## config.mk

```make
export PLATFORM = sky130hd
export DESIGN_NAME = bcd_result_converter
export DESIGN_NICKNAME = d
export VERILOG_FILES = /design/src/rtl/bcd_result_converter.sv
export SDC_FILE = /design/constraint.sdc
export NUM_CORES = 1
export LEC_CHECK = 0
export ABC_AREA = 1
export CAP_MARGIN = 10
export CELL_PAD_IN_SITES_DETAIL_PLACEMENT = 1
export CELL_PAD_IN_SITES_GLOBAL_PLACEMENT = 1
export CORE_ASPECT_RATIO = 0.5
export CORE_MARGIN = 3
export CORE_UTILIZATION = 44
export CTS_CLUSTER_DIAMETER = 200
export CTS_CLUSTER_SIZE = 40
export DETAILED_ROUTE_END_ITERATION = 8
export GPL_TIMING_DRIVEN = 0
export PLACE_DENSITY_LB_ADDON = 0.1
export SLEW_MARGIN = 20
export SYNTH_ARGS = -nofsm -noshare
export SYNTH_HDL_FRONTEND = slang
export SYNTH_SLANG_ARGS = --single-unit
```

## constraint.sdc

```tcl
create_clock -name clk -period 2.4 [get_ports clk]
set_input_delay 0.48 -clock clk [delete_from_list [all_inputs] [get_ports clk]]
set_output_delay 0.48 -clock clk [all_outputs]
set_load 0.03 [all_outputs]
```

## src/rtl/bcd_result_converter.sv

```systemverilog
`default_nettype none
// ============================================================================
// Module   : bcd_result_converter
// Function : Sequential double-dabble conversion of the ALU result word to
//            packed BCD digits plus a sign flag, one bit per clock.
// Revision : 1.0 - initial release
// ============================================================================
module bcd_result_converter #(
    parameter int DATA_WIDTH = 8,
    parameter int NDIG       = 5
) (
    input  logic                      clk,
    input  logic                      rst_n,
    input  logic [2*DATA_WIDTH-1:0]   data_i,
    input  logic                      signed_mode_i,
    input  logic                      start_i,
    output logic                      busy_o,
    output logic                      done_o,
    output logic [4*NDIG-1:0]         bcd_o,
    output logic                      neg_o
);

    localparam int c_W     = 2 * DATA_WIDTH;
    localparam int c_BW    = 4 * NDIG;
    localparam int c_CNT_W = $clog2(c_W);

    localparam logic [c_CNT_W-1:0] c_CNT_INIT = c_CNT_W'(c_W - 1);
    localparam logic [c_CNT_W-1:0] c_CNT_ONE  = c_CNT_W'(1);
    localparam logic [c_W-1:0]     c_W_ONE    = c_W'(1);
    localparam logic [c_BW-1:0]    c_BW_ONE   = c_BW'(1);

    typedef enum logic [0:0] {
        S_IDLE  = 1'b0,
        S_SHIFT = 1'b1
    } state_t;

    state_t               state_q;
    logic [c_W-1:0]       mag_q;
    logic [c_BW-1:0]      scratch_q;
    logic [c_CNT_W-1:0]   cnt_q;
    logic                 neg_r_q;
    logic                 busy_q;
    logic                 done_q;
    logic [c_BW-1:0]      bcd_q;
    logic                 neg_q;

    logic                 w_neg_in;
    logic [c_W-1:0]       w_mag_in;
    logic [c_BW-1:0]      w_adj;
    logic [c_BW-1:0]      scratch_d;
    logic [c_W-1:0]       mag_d;

    assign w_neg_in = signed_mode_i & data_i[c_W-1];
    // Negating 0x8000-style minimum yields itself, which reads correctly as unsigned.
    assign w_mag_in = w_neg_in ? (~data_i + c_W_ONE) : data_i;

    for (genvar gi = 0; gi < NDIG; gi++) begin : g_dig
        assign w_adj[4*gi +: 4] = (scratch_q[4*gi +: 4] >= 4'd5) ?
                                  (scratch_q[4*gi +: 4] + 4'd3) :
                                   scratch_q[4*gi +: 4];
    end

    assign scratch_d = (w_adj << 1) | (mag_q[c_W-1] ? c_BW_ONE : '0);
    assign mag_d     = mag_q << 1;

    always_ff @(posedge clk or negedge rst_n) begin
        if (!rst_n) begin
            state_q   <= S_IDLE;
            mag_q     <= '0;
            scratch_q <= '0;
            cnt_q     <= '0;
            neg_r_q   <= 1'b0;
            busy_q    <= 1'b0;
            done_q    <= 1'b0;
            bcd_q     <= '0;
            neg_q     <= 1'b0;
        end else begin
            done_q <= 1'b0;
            case (state_q)
                S_IDLE: begin
                    if (start_i) begin
                        neg_r_q   <= w_neg_in;
                        mag_q     <= w_mag_in;
                        scratch_q <= '0;
                        cnt_q     <= c_CNT_INIT;
                        busy_q    <= 1'b1;
                        state_q   <= S_SHIFT;
                    end
                end
                S_SHIFT: begin
                    scratch_q <= scratch_d;
                    mag_q     <= mag_d;
                    cnt_q     <= cnt_q - c_CNT_ONE;
                    if (cnt_q == '0) begin
                        bcd_q   <= scratch_d;
                        neg_q   <= neg_r_q;
                        done_q  <= 1'b1;
                        busy_q  <= 1'b0;
                        state_q <= S_IDLE;
                    end
                end
                default: state_q <= S_IDLE;
            endcase
        end
    end

    assign busy_o = busy_q;
    assign done_o = done_q;
    assign bcd_o  = bcd_q;
    assign neg_o  = neg_q;

endmodule
`default_nettype wire

```

==> metrics.cfg <==
[die]
core_mm2=0.00696
boundaryPins=43
die_w_um=128
die_h_um=67.2
start_util_pct=47.4
row_count=21
dieArea_mm2=0.00864

[critical_path]
endpoint_kind=output pin
crit_path_start_kind=flop
crit_type=flop to output pin
cp_top_family=buffers and inverters
critical_path_arrival_ns=1.39
r2r_slack_ns=0.70
cp_max_fo=2
slowest_stage=clkdlybuf4s50_1
crit_buf_inv=1
critPathMaxStageDelay_ns=0.69
crit_required_ns=1.92
crit_chain=clkdlybuf4s50_1

[clocking]
post_cts_resized=0
path_clk_slew_ns=0.05
root_buffer=clkbuf_16
cts_tree=done
htreeDepth=3
ctsLongestPathBuffers=2
cts.sinks=65
cts_inserted_buffers=9
clkLatencyLatePin_ns=0.33

[synth]
syn_area_mm2=0.00330
synth_top_family_by_area=simple AND/OR/NAND/NOR gates
syn_inst=394
syn_avg_cell_area_um2=8.38
ys_seq_area_share_pct=49.3
syn-num-nets=426
netlist.area_leader.share_pct=49.3
synth_compound_area_share_pct=14.3
yosysWarnings=0
muxShareOfSynthArea_pct=0
synthSimpleGateAreaFrac_pct=19.8
ys_ff_latch=65
synth_xor_area_share_pct=3.18
synthTopCellsByArea=dfrtp_1, nand2_1, inv_1, ha_1, nand3_1
synth_cell_types=20
synth.largest_area_cell=dfrtp_1
synthAdderAreaFrac_pct=4.55

[routing]
drc=0
ant_nets=0
wire_per_inst_um=15.4
drtIter0Drc=127
drtPass1Iterations=4
vias=2886
wl_um=8420
viasPerCell=5.29

[timing]
relSlewSlack_pct=68.7
setup-violations-final=0
max_freq_mhz=534
rsz0062_at_grt=false
worst_pin_slew_ns=0.469
hold_viol=0
maxSlewViolCount=0
fin_skew_ns=0.00456
tns_ns=0
period_minus_slack_ns=1.87
fin_crit_sh_pct=78.0

[flow_run]
cap_violations=0

[placement]
portBuffers=42
dp_hpwl_um=6100
routabilityCongestion=0.867

[grt]
antenna_found_initial=0
grt_pass1_vias=3039
grt_max_degree=54
gr-usage-all-layers_pct=20.9
grt_pass1_wl_um=14200
grt_overflow=0

[cells_and_area]
synthToLayoutAreaGrowth_pct=25.3
drive_gt1_share_pct=7.71
mostFrequentLayoutCell=nand2_1
final_cell_mix=nand2_1, dfrtp_1, inv_1
final_util_pct=59.4
nNetsFinal=481
antennaDiodeCount=0
fillers=826

[hold_path]
hold_path_class=flop to flop

[power_and_ir_drop]
power.leakage_nw=2.01
ir_drop_uv=571
p_per_area_mw_per_mm2=1420

[run_status]
outcome=finished, final reports clean

[power by group]
| group | total [W] | leakage [nW] | switching, W | internal (W) |
|---|---|---|---|---|
| registers | 0.00192 | 0.817 | 0.000306 | 0.00161 |
| clock network | 0.00115 | 0.128 | 0.000459 | 0.000690 |
| logic | 0.00281 | 1.07 | 0.00176 | 0.00105 |
[cell usage after synthesis, drive strengths merged]
| cell type | number |
|---|---|
| o21ai | 48 |
| o22ai | 19 |
| clkbuf | 3 |
| a22oi | 14 |
| nand3 | 28 |
| inv | 50 |
| dfrtp | 65 |
| nand2 | 105 |
| xor2 | 12 |
| o21bai | 1 |
| ha | 12 |
| buf | 11 |
| nor2 | 25 |
| nand4 | 1 |
[state kept, by name, indices dropped and copies added, names as in the netlist]
| signal | flops |
|---|---|
| scratch_q | 20 |
| neg_r_q | 1 |
| bcd_o | 20 |
| state_q | 1 |
| neg_o | 1 |
| mag_q | 16 |
| done_o | 1 |
| busy_o | 1 |
| cnt_q | 4 |
[worst paths after layout]
path | start | endpoint | cells past startpoint
worst min-delay path | neg_o | neg_o | 2
min in group asynchronous | rst_n | bcd_o[4] | 2
max in group asynchronous | rst_n | cnt_q[3] | 3
worst max-delay path | bcd_o[3] | bcd_o[3] | 1
worst max register to register | scratch_q[8] | scratch_q[10] | 7
worst min register to register | neg_o | neg_o | 2
[timing repair]
action,CTS,global route
endpoints found under the hold margin,12,0
setup endpoints to repair,0,0
buffers inserted,0,0
hold buffers,1,0
[stage by stage]
step                      power [W]  hold slack (ns)  area (um2)  setup WS, ns  std cells
final                       0.00588            0.484        4140         0.528        546
after global routing        0.00634            0.528        4140         0.506        546
after CTS                   0.00592            0.491        4140         0.531        546
after floorplan             0.00373            0.184        3300          1.06        394
after global placement      0.00447            0.462        3840         -1.16        528
after detailed placement    0.00469            0.340        3860         0.397        529
[cells by family (layout without fill, tap and decap cells)]
logic type      after synthesis  count (layout)
buf+inv                      64             124
simple gates                159             159
xor+xnor                     12              12
flops                        65              65
fa+ha+maj                    12              12
compound gates               82              82
[metal layers]
layer | global-route usage [%] | wire [um] | vias up | part of all wire (%)
met1 | 25.2 | 3790 | 1398 | 45
met4 | 7.41 | 197 | 0 | 2.3
met2 | 37.8 | 4060 | 67 | 48
met3 | 4.42 | 374 | 22 | 4.4
met5 | 0 | 0 | - | 0
li1 | - | - | 1399 | -
[cell type report]
cell class | instances | area [um2] | share of cell area [%]
plain buffers | 14 | 105 | 2.54
clock buffers | 10 | 229 | 5.54
flip-flops and latches | 65 | 1630 | 39.3
multi-input cells | 265 | 1380 | 33.4
inverters | 50 | 188 | 4.54
repair buffers | 44 | 455 | 11.0
clock inverters | 6 | 35.0 | 0.847
well taps | 92 | 115 | 2.78
Note: power is estimated with default switching activity, not from simulation.
